[config.mk]
export PLATFORM = sky130hd
export DESIGN_NAME = store_align_unit
export DESIGN_NICKNAME = d
export VERILOG_FILES = /design/src/rtl/store_align_pkg.sv /design/src/rtl/store_lane_shift.sv /design/src/rtl/store_align_unit.sv
export SDC_FILE = /design/constraint.sdc
export NUM_CORES = 1
export LEC_CHECK = 0
export ABC_CLOCK_PERIOD_IN_PS = 3500
export CORE_ASPECT_RATIO = 1.25
export CORE_MARGIN = 10
export CORE_UTILIZATION = 26
export CTS_BUF_LIST = sky130_fd_sc_hd__clkbuf_8
export DETAILED_ROUTE_END_ITERATION = 16
export PLACE_DENSITY_LB_ADDON = 0.08
export SYNTH_ARGS = -nofsm -noshare
export SYNTH_HDL_FRONTEND = slang
export SYNTH_SLANG_ARGS = --single-unit
[constraint.sdc]
create_clock -name iCLOCK -period 3.5 [get_ports iCLOCK]
set_clock_uncertainty 0.15 [all_clocks]
set_input_delay 0.35 -clock iCLOCK [delete_from_list [all_inputs] [get_ports iCLOCK]]
set_output_delay 0.35 -clock iCLOCK [all_outputs]
set_load 0.05 [all_outputs]
[src/rtl/store_align_pkg.sv]
// ----------------------------------------------------------------------------
// store_align_pkg
//
// Shared definitions for the store-side data formatter.
//   - Store size encodings as presented by the load/store execution stage.
//   - FSM state encodings for store_align_unit (IDLE / BEAT1 / BEAT2).
//   - Big-endian lane masks: byte offset 0 lives on lanes [31:24] and maps
//     to mask bit 3, the same ordering the load-side extender uses.
//   - A packed beat record (mask + lane data) and helpers for size decoding
//     and natural-alignment checks.
//
// Optional feature macro: STORE_ALIGN_MISALIGN_SPLIT_EN (used by the top).
// ----------------------------------------------------------------------------
package store_align_pkg;

    // Store size encodings; 2'b11 is decoded as a word everywhere.
    localparam logic [1:0] STORE_SIZE_BYTE = 2'b00;
    localparam logic [1:0] STORE_SIZE_HALF = 2'b01;
    localparam logic [1:0] STORE_SIZE_WORD = 2'b10;

    // FSM state encodings.
    localparam logic [1:0] ST_IDLE  = 2'b00;
    localparam logic [1:0] ST_BEAT1 = 2'b01;
    localparam logic [1:0] ST_BEAT2 = 2'b10;

    // Left-justified lane masks: the first byte of the store always sits on
    // lane 0 (bits [31:24], mask bit 3) before the offset shift is applied.
    localparam logic [3:0] LANE_MASK_BYTE = 4'b1000;
    localparam logic [3:0] LANE_MASK_HALF = 4'b1100;
    localparam logic [3:0] LANE_MASK_WORD = 4'b1111;

    // One memory beat as produced by the lane shifter.
    typedef struct packed {
        logic [3:0]  mask;
        logic [31:0] data;
    } lane_beat_t;

    // Number of bytes written by a store of the given size.
    function automatic logic [2:0] size_bytes(input logic [1:0] size);
        case (size)
            STORE_SIZE_BYTE: size_bytes = 3'd1;
            STORE_SIZE_HALF: size_bytes = 3'd2;
            default:         size_bytes = 3'd4;
        endcase
    endfunction

    // True when the byte offset is not a multiple of the access size.
    function automatic logic is_misaligned(input logic [1:0] size,
                                           input logic [1:0] off);
        case (size)
            STORE_SIZE_BYTE: is_misaligned = 1'b0;
            STORE_SIZE_HALF: is_misaligned = off[0];
            default:         is_misaligned = (off != 2'b00);
        endcase
    endfunction

endpackage

[src/rtl/store_lane_shift.sv]
// ----------------------------------------------------------------------------
// store_lane_shift
//
// Purely combinational lane formatter. Left-justifies right-justified store
// data onto big-endian lanes, then shifts data and byte mask for the
// requested beat of a store at the given byte offset.
//
// Ports
//   off       in   2   byte offset of the store address
//   size      in   2   store size (byte / half / word, 2'b11 = word)
//   data      in  32   right-justified store data
//   second    in   1   0: first beat, 1: second beat of a crossing store
//   beat      out 36   lane-positioned data and byte-write mask
//   crossing  out  1   store spills into the next word
// ----------------------------------------------------------------------------
module store_lane_shift
    import store_align_pkg::*;
(
    input  logic [1:0]  off,
    input  logic [1:0]  size,
    input  logic [31:0] data,
    input  logic        second,
    output lane_beat_t  beat,
    output logic        crossing
);

    logic [31:0] left_data;
    logic [3:0]  left_mask;
    logic [2:0]  nbytes;
    logic [2:0]  tail_shift;

    // Move the first store byte onto lane 0 so every size shifts the same way.
    always_comb begin
        case (size)
            STORE_SIZE_BYTE: begin
                left_data = {data[7:0], 24'h000000};
                left_mask = LANE_MASK_BYTE;
            end
            STORE_SIZE_HALF: begin
                left_data = {data[15:0], 16'h0000};
                left_mask = LANE_MASK_HALF;
            end
            default: begin
                left_data = data;
                left_mask = LANE_MASK_WORD;
            end
        endcase
    end

    assign nbytes     = size_bytes(size);
    assign crossing   = (({1'b0, off} + nbytes) > 3'd4);
    assign tail_shift = 3'd4 - {1'b0, off};

    // First beat shifts right by the offset; the second beat shifts the
    // spilled bytes left so they land on the low lane numbers of the next
    // word. Shifts are done at the operand width, so bits pushed out simply
    // drop off, which is exactly the truncation wanted.
    always_comb begin
        if (second) begin
            beat.data = left_data << {tail_shift, 3'b000};
            beat.mask = left_mask << tail_shift;
        end else begin
            beat.data = left_data >> {off, 3'b000};
            beat.mask = left_mask >> off;
        end
    end

endmodule

[src/rtl/store_align_unit.sv]
// ----------------------------------------------------------------------------
// store_align_unit
//
// Store-side formatter between the load/store stage and the data-memory
// request port. Accepts one store per handshake, places it on big-endian
// byte lanes with a byte-write mask and issues word-aligned write beats.
//
// Build option: STORE_ALIGN_MISALIGN_SPLIT_EN
//   defined   - any offset is legal; word-crossing stores become two beats
//               (BEAT1 then BEAT2); the fault outputs are tied low.
//   undefined - stores not aligned to their size are consumed without a
//               memory beat and raise a one-cycle fault pulse.
//
// Ports
//   iCLOCK        in   1        clock, rising edge
//   inRESET       in   1        synchronous active-low reset
//   iFLUSH        in   1        drop any pending beat, return to IDLE
//   iREQ_VALID    in   1        store request present
//   oREQ_BUSY     out  1        request not accepted this cycle
//   iREQ_SIZE     in   2        byte / half / word (2'b11 = word)
//   iREQ_ADDR     in   P_ADDR_N byte address
//   iREQ_DATA     in  32        right-justified store data
//   oMEM_VALID    out  1        write beat present
//   iMEM_BUSY     in   1        memory stalling; beat held stable
//   oMEM_ADDR     out  P_ADDR_N word-aligned beat address
//   oMEM_MASK     out  4        byte enables, bit 3 = lanes [31:24]
//   oMEM_DATA     out 32        lane-positioned data, unmasked lanes zero
//   oFAULT_VALID  out  1        misaligned store rejected (pulse)
//   oFAULT_ADDR   out  P_ADDR_N address of the rejected store
// ----------------------------------------------------------------------------
module store_align_unit
    import store_align_pkg::*;
#(
    parameter int P_ADDR_N = 32
) (
    input  logic                iCLOCK,
    input  logic                inRESET,
    input  logic                iFLUSH,
    input  logic                iREQ_VALID,
    output logic                oREQ_BUSY,
    input  logic [1:0]          iREQ_SIZE,
    input  logic [P_ADDR_N-1:0] iREQ_ADDR,
    input  logic [31:0]         iREQ_DATA,
    output logic                oMEM_VALID,
    input  logic                iMEM_BUSY,
    output logic [P_ADDR_N-1:0] oMEM_ADDR,
    output logic [3:0]          oMEM_MASK,
    output logic [31:0]         oMEM_DATA,
    output logic                oFAULT_VALID,
    output logic [P_ADDR_N-1:0] oFAULT_ADDR
);

    logic [1:0]          state, state_n;
    logic [P_ADDR_N-1:0] mem_addr, mem_addr_n;
    logic [3:0]          mem_mask, mem_mask_n;
    logic [31:0]         mem_data, mem_data_n;

    logic                req_busy;
    logic                accept;

    logic [1:0]          shift_off;
    logic [1:0]          shift_size;
    logic [31:0]         shift_data;
    logic                shift_second;
    lane_beat_t          shift_beat;
    logic                shift_cross;

`ifdef STORE_ALIGN_MISALIGN_SPLIT_EN
    // The accepted request is kept so its spilled bytes can be formatted
    // while beat 1 is on the bus.
    logic [1:0]          pend_off, pend_off_n;
    logic [1:0]          pend_size, pend_size_n;
    logic [31:0]         pend_data, pend_data_n;
    logic                pend_cross, pend_cross_n;
    logic                second_due;

    // While beat 1 of a crossing store is outstanding no new request can be
    // taken, so the single shifter is free to format beat 2 instead.
    assign second_due   = (state == ST_BEAT1) && pend_cross;
    assign shift_second = second_due;
    assign shift_off    = second_due ? pend_off  : iREQ_ADDR[1:0];
    assign shift_size   = second_due ? pend_size : iREQ_SIZE;
    assign shift_data   = second_due ? pend_data : iREQ_DATA;

    assign req_busy = iFLUSH
                   || ((state != ST_IDLE) && (iMEM_BUSY || second_due));
`else
    logic                fault_valid, fault_valid_n;
    logic [P_ADDR_N-1:0] fault_addr, fault_addr_n;
    logic                reject;

    assign shift_second = 1'b0;
    assign shift_off    = iREQ_ADDR[1:0];
    assign shift_size   = iREQ_SIZE;
    assign shift_data   = iREQ_DATA;

    // An aligned store never crosses; the crossing term also catches any
    // store that would need a second beat, which this build cannot issue.
    assign reject   = is_misaligned(iREQ_SIZE, iREQ_ADDR[1:0]) || shift_cross;
    assign req_busy = iFLUSH || ((state != ST_IDLE) && iMEM_BUSY);
`endif

    assign accept = iREQ_VALID && !req_busy;

    store_lane_shift u_lane_shift (
        .off      (shift_off),
        .size     (shift_size),
        .data     (shift_data),
        .second   (shift_second),
        .beat     (shift_beat),
        .crossing (shift_cross)
    );

    // Next-state and next-beat selection. Priority: pending second beat,
    // then (rejected or) accepted request, then plain retirement of the
    // beat on the bus. A retiring final beat and a new accept share one edge.
    always_comb begin
        state_n    = state;
        mem_addr_n = mem_addr;
        mem_mask_n = mem_mask;
        mem_data_n = mem_data;
`ifdef STORE_ALIGN_MISALIGN_SPLIT_EN
        pend_off_n   = pend_off;
        pend_size_n  = pend_size;
        pend_data_n  = pend_data;
        pend_cross_n = pend_cross;

        if (second_due) begin
            if (!iMEM_BUSY) begin
                state_n      = ST_BEAT2;
                mem_addr_n   = mem_addr + P_ADDR_N'(4);
                mem_mask_n   = shift_beat.mask;
                mem_data_n   = shift_beat.data;
                pend_cross_n = 1'b0;
            end
        end else
`else
        fault_valid_n = 1'b0;
        fault_addr_n  = fault_addr;

        if (accept && reject) begin
            state_n       = ST_IDLE;
            mem_addr_n    = '0;
            mem_mask_n    = '0;
            mem_data_n    = '0;
            fault_valid_n = 1'b1;
            fault_addr_n  = iREQ_ADDR;
        end else
`endif
        if (accept) begin
            state_n    = ST_BEAT1;
            mem_addr_n = {iREQ_ADDR[P_ADDR_N-1:2], 2'b00};
            mem_mask_n = shift_beat.mask;
            mem_data_n = shift_beat.data;
`ifdef STORE_ALIGN_MISALIGN_SPLIT_EN
            pend_off_n   = iREQ_ADDR[1:0];
            pend_size_n  = iREQ_SIZE;
            pend_data_n  = iREQ_DATA;
            pend_cross_n = shift_cross;
`endif
        end else if ((state != ST_IDLE) && !iMEM_BUSY) begin
            state_n    = ST_IDLE;
            mem_addr_n = '0;
            mem_mask_n = '0;
            mem_data_n = '0;
        end
    end

    // State and output registers; flush clears everything like reset does.
    always_ff @(posedge iCLOCK) begin
        if (!inRESET || iFLUSH) begin
            state    <= ST_IDLE;
            mem_addr <= '0;
            mem_mask <= '0;
            mem_data <= '0;
`ifdef STORE_ALIGN_MISALIGN_SPLIT_EN
            pend_off   <= '0;
            pend_size  <= '0;
            pend_data  <= '0;
            pend_cross <= 1'b0;
`else
            fault_valid <= 1'b0;
            fault_addr  <= '0;
`endif
        end else begin
            state    <= state_n;
            mem_addr <= mem_addr_n;
            mem_mask <= mem_mask_n;
            mem_data <= mem_data_n;
`ifdef STORE_ALIGN_MISALIGN_SPLIT_EN
            pend_off   <= pend_off_n;
            pend_size  <= pend_size_n;
            pend_data  <= pend_data_n;
            pend_cross <= pend_cross_n;
`else
            fault_valid <= fault_valid_n;
            fault_addr  <= fault_addr_n;
`endif
        end
    end

    assign oREQ_BUSY  = req_busy;
    assign oMEM_VALID = (state != ST_IDLE);
    assign oMEM_ADDR  = mem_addr;
    assign oMEM_MASK  = mem_mask;
    assign oMEM_DATA  = mem_data;

`ifdef STORE_ALIGN_MISALIGN_SPLIT_EN
    assign oFAULT_VALID = 1'b0;
    assign oFAULT_ADDR  = '0;
`else
    assign oFAULT_VALID = fault_valid;
    assign oFAULT_ADDR  = fault_addr;
`endif

endmodule

==> reports/summary.txt, run 1 <==
Worst vdd ir: 0.1514 mV
Die W: 132.8 um
Via Count: 3902
Die ar.: 0.02139 mm2
Yosys warns: 0
Worst Tran Pin Value: 0.9184 ns
Post-synthesis simple-gate area fraction: 10.56%
RSZ-0062 raised after global routing: false
I/O Pins: 174
Largest area contributor in the netlist: dfxtp_1
Critical path data required time: 3.62 ns
Post-Route WL: 15.64 mm
Main combinational cell family by area after synthesis: compound AO/OA/AOI/OAI gates
HPWL after detailed placement: 11.52 mm
Min-Delay Path Class: flop to flop
Min Tclk post-route: 2.703 ns
Setup TNS: 0 ns
Total Routing Usage GR: 14.07%
Critical path class: input port to flop
Post-CTS setup repair buffer count: 0
Drt initial violations: 248
Placed Cells: 773
Post-synthesis async set-or-reset flop share: 0%
Fill cell count: 1586
CP Launch Type: input port
Clock root cell: clkbuf_8
Most frequent cells in the layout: clkdlybuf4s50_1 (171), dfxtp_1 (100), nor2_1 (68), a22oi_1 (50), a22o_1 (46)
Slowest cell on crit path: clkdlybuf4s50_1
First-pass GRT wire length: 23.88 mm
Final nets: 646
Synth Area in Compound Gates: 28.01%
Post-Syn Area: 0.004136 mm2
Fin crit share: 77.23%
Synth cell types: 37
Vias per inst: 4.946
Critical path's largest stage delay: 0.62 ns
Congestion Overflow GR: 0
Post-synth top area share: 48.40%
Commonest non-fill, non-tap cell in the layout: clkdlybuf4s50_1
Fraction of layout cells with a size suffix above 1: 9.185%
Ys flop type: dfxtp_1
Largest net degree at the start of global routing: 49
Initial antenna violation count: 0
Total Power: 2.358 mW
Core area: 0.01557 mm2
Initial DRT Pass Iterations: 4
TritonCTS Buffers: 9
Synth Area in Adders: 0.9074%
Die height: 161.0 um
Worst-Skew Late Latency: 0.37 ns
Largest delay share family, worst path: buffers and inverters
Post-synth EDFFs: 0
Pins over their slew limit: 0
Worst path bufs/invs: 3
Mean post-synth cell area: 9.872 um2
Worst-path cell chain: clkdlybuf4s50_1 > nor2b_1 > xor2_1 > ha_1 > inv_1 > a221o_1 > a31o_2 > and2_1 > buf_4 > a22o_1
Pleak: 2.206 nW
Fmax: 369.9 MHz
Rel. slew slack: 38.77%
Post-route DRC: 0
Vias in the first global route: 4054
H-tree depth: 3
Outcome: finished clean
Starting Density: 26.57%
P&R area growth vs syn: 50.27%
Synth area leaders: dfxtp_1 (48%), a22o_1 (9.7%), a22oi_1 (9.1%), nor2_1 (6.2%), mux2_2 (2.7%)
Post-synthesis xor/xnor area fraction: 0.2117%
Hold Vio Cnt, Final: 0
# hold bufs at CTS: 0
Register area share after synthesis: 48.40%
Wire per inst: 19.82 um
Yosys reg bits: 100
PwrDens: 379.4 mW/mm2
Final hold slack: 0.3211 ns
CTS tree: built
Crit path max fanout: 32
Mapped Cells: 419
Routability congestion estimate from global placement: 0.8223
Rows: 51
Cts repair resizes: 0
Non-filler instance count after layout: 789
Number of max-cap violations: 0
CTS Sinks: 100
# port buffers: 171
Antenna Cells: 0
Clock-pin slew on the worst setup and hold paths: 0.10 ns
Post-synthesis mux area share: 6.171%
Final setup vio count: 0
DRT antenna net count: 0
Crit. End Element: flop
CTS max path bufs: 2
Worst EP arrival: 2.82 ns
[kinds of logic (layout without fill, tap and decap cells)]
logic type | count (synthesis) | in the layout
adder cells (fa/ha/maj) | 3 | 3
AO/OA/AOI/OAI | 146 | 146
AND/OR/NAND/NOR | 102 | 102
flip-flops | 100 | 100
other | 1 | 2
buffers and inverters | 47 | 204
multiplexers | 19 | 19
XOR/XNOR | 1 | 1
[state kept, by name, indices dropped and copies added, names as in the netlist]
register,cells
oFAULT_VALID,1
oMEM_DATA,32
oMEM_MASK,4
oFAULT_ADDR,32
oMEM_ADDR,30
state,1
[layout make-up]
type	count	area [um2]	area share, %
tap	212	265.3	4.267
timing repair buffer	186	1837	29.55
sequential	100	2002	32.21
inverter	2	7.507	0.1208
clock inverter	6	53.80	0.8655
clock buffer	10	137.6	2.214
multi-input combinational	273	1913	30.78
[cell usage after synthesis (2+ instances only)]
cell type / count
mux2_4: 3
nand2_1: 12
buf_6: 4
nand3_1: 2
o21ai_0: 12
a221o_1: 10
nor2_1: 68
mux4_2: 3
a22oi_1: 50
mux2_2: 10
a22o_1: 46
a21boi_0: 2
ha_1: 3
nor3_1: 2
a32oi_1: 5
nand2b_1: 9
a222oi_1: 8
and3_1: 2
buf_4: 2
mux2i_1: 3
and2_1: 2
buf_2: 16
nor2b_1: 4
dfxtp_1: 100
a21oi_1: 8
clkbuf_1: 22
[report_power, final]
group	leakage [nW]	internal, mW	switching, mW
combinational	1.30	0.196	0.257
sequential	0.808	1.16	0.0120
clock	0.101	0.292	0.443
[worst min-delay path, delay by kind of cell (launching register included)]
kind             cells  cell delay (ns)
AO/OA/AOI/OAI        1             0.05
AND/OR/NAND/NOR      1             0.05
flip-flops           1             0.33
[metrics by stage]
stage	util, %	cell area [um2]	setup slack, ns
3_3_place_gp	38.69	6025	0.4540
4_1_cts	39.92	6216	0.8062
2_1_floorplan	-	4140	0.7127
6_report	39.92	6216	0.7968
5_1_grt	39.92	6216	0.6849
3_5_place_dp	38.69	6025	0.3943
[routing by layer]
| layer | wire length, um | up-vias | track usage [%] |
|---|---|---|---|
| met1 | 6507 | 1875 | 16.37 |
| met4 | 486 | 0 | 6.814 |
| met3 | 957 | 22 | 3.880 |
| met5 | 0 | - | 0 |
| met2 | 7685 | 130 | 23.31 |
| li1 | - | 1875 | - |
[path summary, 6_finish.rpt]
kind	start	to	slack (ns)	cells past startpoint
setup reg to reg	state[0]	oMEM_ADDR[22]	1.42	4
setup / recovery	iREQ_SIZE[0]	oFAULT_ADDR[5]	0.80	10
hold / removal	oMEM_DATA[22]	oMEM_DATA[22]	0.32	2
hold reg to reg	oMEM_DATA[22]	oMEM_DATA[22]	0.32	2
No activity file was read; power rests on OpenSTA's default activity.
==> run 2, diff against run 1 <==
Settings changed: ABC_CLOCK_PERIOD_IN_PS 3500 to 2500.
Clock period 3.5 ns to 2.5 ns, I/O delays scaled along.
==> run 2 against run 1 <==
Net effect:
- global-route usage is 0.39 points higher
- sequential share of layout area is 1.2 points lower
- via count is 2.2% higher
- worst setup slack worse by 0.69 ns
- utilization is 1.5 points higher
- combinational power is 50% higher
- final area is 3.8% higher
- sequential power is 40% higher
- register-to-register slack worse by 0.66 ns
- die area stayed put
- final cell count is 2.5% higher
- critical endpoint is now oFAULT_ADDR[21]
- largest power group unchanged
==> reports/summary.txt, run 2 (synthesis results as in run 1) <==
Die ar.: 0.02139 mm2 (unchanged)
Vias per inst: 4.928 (was 4.946)
First-pass GRT wire length: 24.55 mm (was 23.88 mm)
Fmax: 417.1 MHz
Most frequent cells in the layout: clkdlybuf4s50_1 (169), dfxtp_1 (100), nor2_1 (68), a22oi_1 (50), a22o_1 (46) (was clkdlybuf4s50_1 (171), dfxtp_1 (100), nor2_1 (68), a22oi_1 (50), a22o_1 (46))
Crit. End Element: flop (unchanged)
Pleak: 2.343 nW (was 2.206 nW)
H-tree depth: 3 (unchanged)
Min-delay src: oMEM_DATA[22] (unchanged)
CTS max path bufs: 2 (unchanged)
Cell Area, Placed: 0.006215 mm2 (was 0.006025 mm2)
Fin area: 0.006454 mm2 (was 0.006216 mm2)
Number of max-cap violations: 0 (unchanged)
Clock root cell: clkbuf_8 (unchanged)
Post-Route WL: 16.16 mm (was 15.64 mm)
Fill cell count: 1567 (was 1586)
Largest net degree at the start of global routing: 34 (was 49)
CP Launch Type: input port (unchanged)
TritonCTS Buffers: 9 (unchanged)
PwrDens: 526.4 mW/mm2 (was 379.4 mW/mm2)
Hold Vio Cnt, Final: 0 (unchanged)
Fraction of layout cells with a size suffix above 1: 12.40% (was 9.185%)
Worst vdd ir: 0.2103 mV (was 0.1514 mV)
Rows: 51 (unchanged)
R2r setup slk: 0.76 ns (was 1.42 ns)
Setup TNS: 0 ns (unchanged)
Post-route DRC: 0 (unchanged)
P&R area growth vs syn: 56.02% (was 50.27%)
Critical R2R Capture: oMEM_DATA[15] (was oMEM_ADDR[22])
Rel. slew slack: 46.55% (was 38.77%)
Drt initial violations: 234 (was 248)
Hold Crit Depth: 2 (unchanged)
Worst Hold End: oMEM_DATA[22] (unchanged)
Total Routing Usage GR: 14.45% (was 14.07%)
Crit path max fanout: 11 (was 32)
Worst Tran Pin Value: 0.8001 ns (was 0.9184 ns)
Initial antenna violation count: 0 (unchanged)
DRT antenna net count: 0 (unchanged)
Die W: 132.8 um (unchanged)
Placed Cells: 792 (was 773)
CTS Sinks: 100 (unchanged)
Die height: 161.0 um (unchanged)
Global routing's busiest layer: met2 (unchanged)
Min Tclk post-route: 2.398 ns
RSZ-0062 raised after global routing: false (unchanged)
Pins over their slew limit: 0 (unchanged)
# hold bufs at CTS: 0 (unchanged)
Wire per inst: 19.97 um (was 19.82 um)
Vias in the first global route: 4111 (was 4054)
Commonest non-fill, non-tap cell in the layout: clkdlybuf4s50_1 (unchanged)
Met1 usage: 16.83% (was 16.37%)
Routability congestion estimate from global placement: 0.8172 (was 0.8223)
Min-Delay Path Class: flop to flop (unchanged)
Starting Density: 26.57% (unchanged)
Non-filler instance count after layout: 809 (was 789)
Antenna Cells: 0 (unchanged)
Worst EP arrival: 2.57 ns (was 2.82 ns)
Congestion Overflow GR: 0 (unchanged)
Initial DRT Pass Iterations: 4 (unchanged)
Fin crit share: 95.90%
Final nets: 666 (was 646)
Outcome: finished clean (unchanged)
Core area: 0.01557 mm2 (unchanged)
Clock-pin slew on the worst setup and hold paths: 0.10 ns (about the same)
Met2 usage: 23.70% (was 23.31%)
Met3 usage: 4.438% (was 3.880%)
Critical path data required time: 2.67 ns (was 3.62 ns)
RR Startpoint: state[0] (unchanged)
HPWL after detailed placement: 11.93 mm (was 11.52 mm)
I/O Pins: 174 (unchanged)
Worst-Skew Late Latency: 0.37 ns (about the same)
Via Count: 3987 (was 3902)
CTS tree: built (unchanged)
Final setup vio count: 0 (unchanged)
Worst Reg2Reg Path Length in Cells: 4 (unchanged)
Critical path class: input port to flop (unchanged)
# port buffers: 171 (unchanged)
==> run 2: cell types whose count changed in the layout (fill, tap and decap cells not counted), sizes merged <==
cell	delta
bufinv	+1
dlymetal6s2s	+1
buf	+20
clkdlybuf4s50	-2
==> run 2: layout make-up <==
type,instances,area [um2],area share (%)
well taps,212,265.3,4.110
clock inverters,7,76.32,1.183
multi-input cells,273,1921,29.76
inverters,2,7.507,0.1163
clock buffers,9,123.9,1.919
flip-flops and latches,100,2002,31.02
repair buffers,206,2058,31.89
==> run 2: power breakdown <==
part           total (mW)  internal, mW  switching (mW)  leakage, nW
Combinational       0.676         0.306           0.370         1.43
Sequential           1.64          1.62          0.0167        0.808
Clock                1.08         0.473           0.611        0.107
Total                3.40          2.40           0.997         2.34
==> run 2: stage by stage <==
step | power, mW | setup slack [ns] | hold slack (ns) | utilization (%)
2_1_floorplan | 2.044 | 0.01432 | 0.2255 | -
3_3_place_gp | 2.345 | -0.2554 | 0.3104 | 39.91
3_5_place_dp | 2.349 | -0.3549 | 0.3123 | 39.91
4_1_cts | 3.450 | 0.05570 | 0.3153 | 41.20
5_1_grt | 3.554 | 0.01606 | 0.3402 | 41.45
6_report | 3.397 | 0.1024 | 0.3250 | 41.45
==> run 2: how the worst max path moves through the flow <==
| stage | startpoint | to | slack, ns | cells past startpoint |
|---|---|---|---|---|
| 2_1_floorplan | iREQ_SIZE[1] | oFAULT_ADDR[1] | 0.01 | 13 |
| 3_3_place_gp | iREQ_SIZE[0] | oFAULT_ADDR[10] | -0.26 | 10 |
| 3_5_place_dp | iREQ_SIZE[0] | oFAULT_ADDR[2] | -0.35 | 11 |
| 4_1_cts | iREQ_SIZE[0] | oFAULT_ADDR[4] | 0.06 | 11 |
| 5_1_grt | iREQ_SIZE[1] | oFAULT_ADDR[12] | 0.02 | 11 |
| 6_report | iREQ_SIZE[1] | oFAULT_ADDR[21] | 0.10 | 11 |
==> run 2: critical path, stage by stage <==
cell	delay [ns]
clkdlybuf4s50_1	0.54
nor2_1	0.08
ha_1	0.19
ha_1	0.26
inv_1	0.04
a221o_1	0.31
a31o_2	0.21
buf_4	0.14
nor2b_4	0.22
clkbuf_16	0.21
a22o_1	0.12
==> run 2: per-layer routing <==
layer	vias up	part of all wire [%]
li1	1911	-
met1	1907	42
met5	-	0
met4	0	2.6
met3	18	7.1
met2	151	48
==> run 2: what timing repair did <==
action | CTS | global route
endpoints found under the setup margin | 0 | 54
gates resized for setup | 0 | 4
setup buffers | 0 | 0
